==> src/rtl/bit_serializer.sv <==
// bit_serializer: parallel-to-serial front end for a single-bit enabled
// capture flop. A word taken over valid/ready is presented one bit at a
// time on ser_din, with a one-cycle ser_en strobe at the start of every
// DIV-clock bit period. All outputs decode from registered state only.

module bit_serializer #(
   parameter int WIDTH     = 8,
   parameter int DIV       = 4,
   parameter int MSB_FIRST = 1
) (
   input  logic             clk,
   input  logic             rst,
   input  logic [WIDTH-1:0] in_data,
   input  logic             in_valid,
   output logic             in_ready,
   output logic             ser_din,
   output logic             ser_en,
   output logic             busy,
   output logic             done
);

   // A one-clock bit period still needs a 1-bit divider so the compare
   // below stays legal; it simply never leaves zero.
   localparam int DIV_W = (DIV > 1) ? $clog2(DIV) : 1;
   localparam int BIT_W = $clog2(WIDTH) + 1;

   localparam logic [DIV_W-1:0] DIV_LAST = DIV_W'(DIV - 1);
   localparam logic [BIT_W-1:0] BIT_LAST = BIT_W'(WIDTH - 1);

   localparam logic [1:0] IDLE  = 2'd0;
   localparam logic [1:0] SHIFT = 2'd1;
   localparam logic [1:0] DONE  = 2'd2;

   logic [1:0]       state_q,   state_d;
   logic [WIDTH-1:0] shreg_q,   shreg_d;
   logic [DIV_W-1:0] div_cnt_q, div_cnt_d;
   logic [BIT_W-1:0] bit_cnt_q, bit_cnt_d;
   logic [WIDTH-1:0] shreg_shifted;

   // Move the word one place toward whichever end feeds ser_din, zero-filled.
   always_comb begin
      shreg_shifted = '0;
      if (MSB_FIRST != 0) begin
         shreg_shifted = {shreg_q[WIDTH-2:0], 1'b0};
      end else begin
         shreg_shifted = {1'b0, shreg_q[WIDTH-1:1]};
      end
   end

   // Next-state logic: load on accept, step the bit-period divider, advance
   // one bit per period and finish with a single DONE cycle.
   always_comb begin
      state_d   = state_q;
      shreg_d   = shreg_q;
      div_cnt_d = div_cnt_q;
      bit_cnt_d = bit_cnt_q;
      case (state_q)
         IDLE: begin
            if (in_valid) begin
               shreg_d   = in_data;
               div_cnt_d = '0;
               bit_cnt_d = '0;
               state_d   = SHIFT;
            end
         end
         SHIFT: begin
            if (div_cnt_q == DIV_LAST) begin
               div_cnt_d = '0;
               shreg_d   = shreg_shifted;
               bit_cnt_d = bit_cnt_q + BIT_W'(1);
               if (bit_cnt_q == BIT_LAST) begin
                  state_d = DONE;
               end
            end else begin
               div_cnt_d = div_cnt_q + DIV_W'(1);
            end
         end
         DONE: begin
            state_d = IDLE;
         end
         default: begin
            state_d = IDLE;
         end
      endcase
   end

   // State registers; synchronous reset wins over an accept in the same cycle.
   always_ff @(posedge clk) begin
      if (rst) begin
         state_q   <= IDLE;
         shreg_q   <= '0;
         div_cnt_q <= '0;
         bit_cnt_q <= '0;
      end else begin
         state_q   <= state_d;
         shreg_q   <= shreg_d;
         div_cnt_q <= div_cnt_d;
         bit_cnt_q <= bit_cnt_d;
      end
   end

   // Output decode from registered state only, so no input reaches an output
   // without passing through a flop.
   always_comb begin
      in_ready = 1'b0;
      ser_din  = 1'b0;
      ser_en   = 1'b0;
      busy     = 1'b0;
      done     = 1'b0;
      case (state_q)
         IDLE: begin
            in_ready = 1'b1;
         end
         SHIFT: begin
            busy    = 1'b1;
            ser_en  = (div_cnt_q == '0);
            ser_din = (MSB_FIRST != 0) ? shreg_q[WIDTH-1] : shreg_q[0];
         end
         DONE: begin
            busy = 1'b1;
            done = 1'b1;
         end
         default: begin
            in_ready = 1'b0;
         end
      endcase
   end

endmodule
==> config.mk <==
export PLATFORM = sky130hd
export DESIGN_NAME = bit_serializer
export DESIGN_NICKNAME = d
export VERILOG_FILES = /design/src/rtl/bit_serializer.sv
export SDC_FILE = /design/constraint.sdc
export NUM_CORES = 1
export LEC_CHECK = 0
export ABC_AREA = 1
export BUFFER_PORTS_ARGS = -buffer_cell sky130_fd_sc_hd__buf_2
export CAP_MARGIN = 10
export CORE_ASPECT_RATIO = 0.5
export CORE_MARGIN = 8
export CORE_UTILIZATION = 25
export CTS_CLUSTER_DIAMETER = 40
export DETAILED_ROUTE_END_ITERATION = 8
export PLACE_DENSITY_LB_ADDON = 0.2
export SLEW_MARGIN = 20
export SYNTH_ARGS = -nofsm -noshare
export SYNTH_HDL_FRONTEND = slang
export SYNTH_SLANG_ARGS = --single-unit
==> constraint.sdc <==
create_clock -name clk -period 1.3 [get_ports clk]
set_clock_uncertainty 0.1 [all_clocks]
set_input_delay 0.13 -clock clk [delete_from_list [all_inputs] [get_ports clk]]
set_output_delay 0.13 -clock clk [all_outputs]
set_load 0.02 [all_outputs]
==> summary.md <==
| Metric | Value |
|---|---|
| Status | `finished, violations left` |
| Violated checks | `setup timing` |
| Peak supply drop | `just under 0.7 mV` |
| # diodes | `0` |
| CP Capture Type | `output port` |
| H-tree depth | `1` |
| RD Place Congestion | `0.746` |
| Drt drc | `0` |
| CP Cell Sequence | `inv_4 > ha_4 > buf_6 > nand2_4 > inv_2 > buf_6` |
| Die area | `6060 sq um` |
| Core ar. | `3510 sq um` |
| Startpoint types | `register` |
| PortBufs | `15` |
| Min-Delay Path Class | `in2reg` |
| Fillers | `381` |
| Die height | `roughly 60 um` |
| Initial antenna violation count | `0` |
| Critical path peak fanout | `5` |
| CTS buffer count | `3` |
| DR vias/cell | `~4.4` |
| P per Cell Area | `about 2100 nW/um^2` |
| Flops & latches, synth | `16` |
| Fin. max-slew vios | `0` |
| Num Clock Sinks | `16` |
| P&R area growth vs syn | `58.0%` |
| Worst Tran Pin Value | `0.267 ns` |
| Ys Warns | `0` |
| Synth Cell Area | `932 sq um` |
| GRT overflow | `0` |
| Drt total wl | `around 2600 um` |
| Clock buffer depth | `2` |
| Slowest CP cell | `dfxtp_2` |
| Tmin final | `1.40 ns` |
| TritonCTS clock tree | `done` |
| Finished Core Util | `42.0%` |
| Initial drt markers | `16` |
| Die span in x | `102 um` |
| Power consumption | `between 3 and 4 mW` |
| Slowest stage delay, CP | `between 0.3 and 0.4 ns` |
| Worst path bufs/invs | `4` |
| Largest net degree at the start of global routing | `12` |
| Total Routing Usage GR | `9.14%` |
| Post-Syn Instances | `138` |
| First-pass GRT wire length | `4390 um` |
| HPWL Detailed | `1800 um` |
| DR WL/cell | `roughly 12 um` |
| CTS clock-pin slew for the worst setup and hold paths | `0.07 ns` |
| Setup CP Type | `reg2out` |
| Seq/Total Area, Yosys | `34.4%` |
| Final setup vio count | `12` |
| Layout cell share with drive strength beyond 1 | `51.8%` |
| Unrepaired setup endpoints after global routing | `yes` |
| Top Ports | `16` |
| Nets@finish | `185` |
| CTS Hold Buffers Added | `0` |
| Maxcap violations | `0` |
| DRT Pass-1 Iters | `4` |
| Most frequent cells in the layout | `nand2_1 (29), inv_1 (14), dfxtp_1 (13)` |
| Library cells used by synthesis | `17` |
| CP most frequent cell | `buf_6` |
| Row cnt | `15` |
| Starting Density | `a little over a quarter` |
| CP arrival | `1.17 ns` |
| CP required | `1.07 ns` |
| Fin crit share | `108%` |
| Routed Antenna Nets | `0` |
| Fmax | `approximately 710 MHz` |
| Via count | `944` |
| Number of global-route vias before repair | `between 900 and 1000` |
| Fin. Hold Viols | `0` |
| Syn avg cell area | `6.75 sq um` |
| CTS Root Cell | `clkbuf_8` |
| Crit path max-delay family | `flip-flops` |
| Leakage | `0.666 nW` |
| Reg2reg setup slack | `-0.05 ns` |
| Final WS setup | `-0.100 ns` |
| Max-slew headroom | `82.2%` |
| Most common cell after layout, fill and taps aside | `nand2_1` |
| Clock insertion delay at the later pin of the skew report | `0.25 ns` |
| Post-synth net total | `approximately 160` |
[worst register-to-register path: cells and delay by family, from the launching register on]
family / cells / cell delay, ns
buf+inv: 3 / 0.32
compound gates: 2 / 0.29
flops: 1 / 0.35
fa+ha+maj: 1 / 0.18
[where the power goes]
part | switching (mW) | internal, mW
Sequential | 0.122 | 0.641
Combinational | 1.07 | 0.858
Clock | 0.185 | 0.269
Total | 1.37 | 1.77
[Yosys cell counts]
library cell,count,area (sq um)
a21oi_1,12,60.1
inv_2,1,3.75
buf_2,2,10.0
a21oi_2,1,8.76
buf_4,1,7.51
dfxtp_1,16,320
nand3_1,15,75.1
inv_1,18,67.6
o21ai_0,4,20.0
o22ai_2,1,12.5
nand2_1,47,176
nand2_2,2,12.5
o211ai_1,1,7.51
nand4_1,1,6.26
buf_6,3,33.8
nor2_1,6,22.5
ha_1,7,87.6
[cells by family after synthesis]
logic type | count (synthesis) | share of synthesized area, %
flip-flops | 16 | 34.4
adder cells (fa/ha/maj) | 7 | 9.40
buffers and inverters | 25 | 13.2
AO/OA/AOI/OAI | 19 | 11.7
AND/OR/NAND/NOR | 71 | 31.4
[cell type report]
| cell class | instances | area (sq um) | area share [%] |
|---|---|---|---|
| Sequential cell | 16 | 327 | 22.2 |
| Clock buffer | 4 | 55.1 | 3.74 |
| Multi-Input combinational cell | 97 | 698 | 47.4 |
| Timing Repair Buffer | 30 | 248 | 16.8 |
| Inverter | 19 | 81.3 | 5.52 |
| Tap cell | 51 | 63.8 | 4.33 |
[per-layer routing]
| layer | vias to the layer above | GRT usage (%) | share of wire (%) | wire length [um] |
|---|---|---|---|---|
| met1 | 446 | 10.8 | 48 | 1250 |
| met5 | - | 0 | 0 | 0 |
| met2 | 7 | 15.8 | 49 | 1280 |
| met4 | 0 | 2.48 | 1.1 | 30 |
| li1 | 489 | - | - | - |
| met3 | 2 | 2.69 | 2.5 | 65 |
[flip-flops by register name, indices dropped and copies added (netlist names)]
name / cells
shreg_q: 8
div_cnt_q: 2
bit_cnt_q: 4
state_q: 2
[path summary, 6_finish.rpt]
path                            cells after the start               startpoint                   endpoint
worst max-delay path                                6  state_q[1]$_SDFFE_PP0P_                     ser_en
worst min-delay path                                3               in_data[0]    shreg_q[0]$_SDFFE_PP0P_
worst max register to register                      6  state_q[1]$_SDFFE_PP0P_  div_cnt_q[0]$_SDFFE_PP0P_
worst min register to register                      2  shreg_q[6]$_SDFFE_PP0P_    shreg_q[6]$_SDFFE_PP0P_
[what timing repair did]
item                       in CTS  in global routing
setup buffers                   1                  0
pin swaps                       8                 21
gates cloned                    1                  0
setup endpoints to repair      20                 20
resized for setup              30                 39
[per-stage QoR]
| stage | cell area (sq um) | worst slack [ns] | setup TNS [ns] | std cells | hold WS, ns |
|---|---|---|---|---|---|
| after detailed placement | 1160 | -0.110 | -0.596 | 211 | 0.316 |
| after global placement | 1160 | -0.129 | -0.605 | 211 | 0.320 |
| after floorplan | 967 | 0.0150 | 0 | 138 | 0.203 |
| after global routing | 1470 | -0.136 | -1.36 | 217 | 0.0777 |
| final | 1470 | -0.100 | -0.330 | 217 | 0.0512 |
| after CTS | 1340 | -0.0938 | -0.295 | 217 | 0.0489 |
Power figures use the tool's default switching activity.
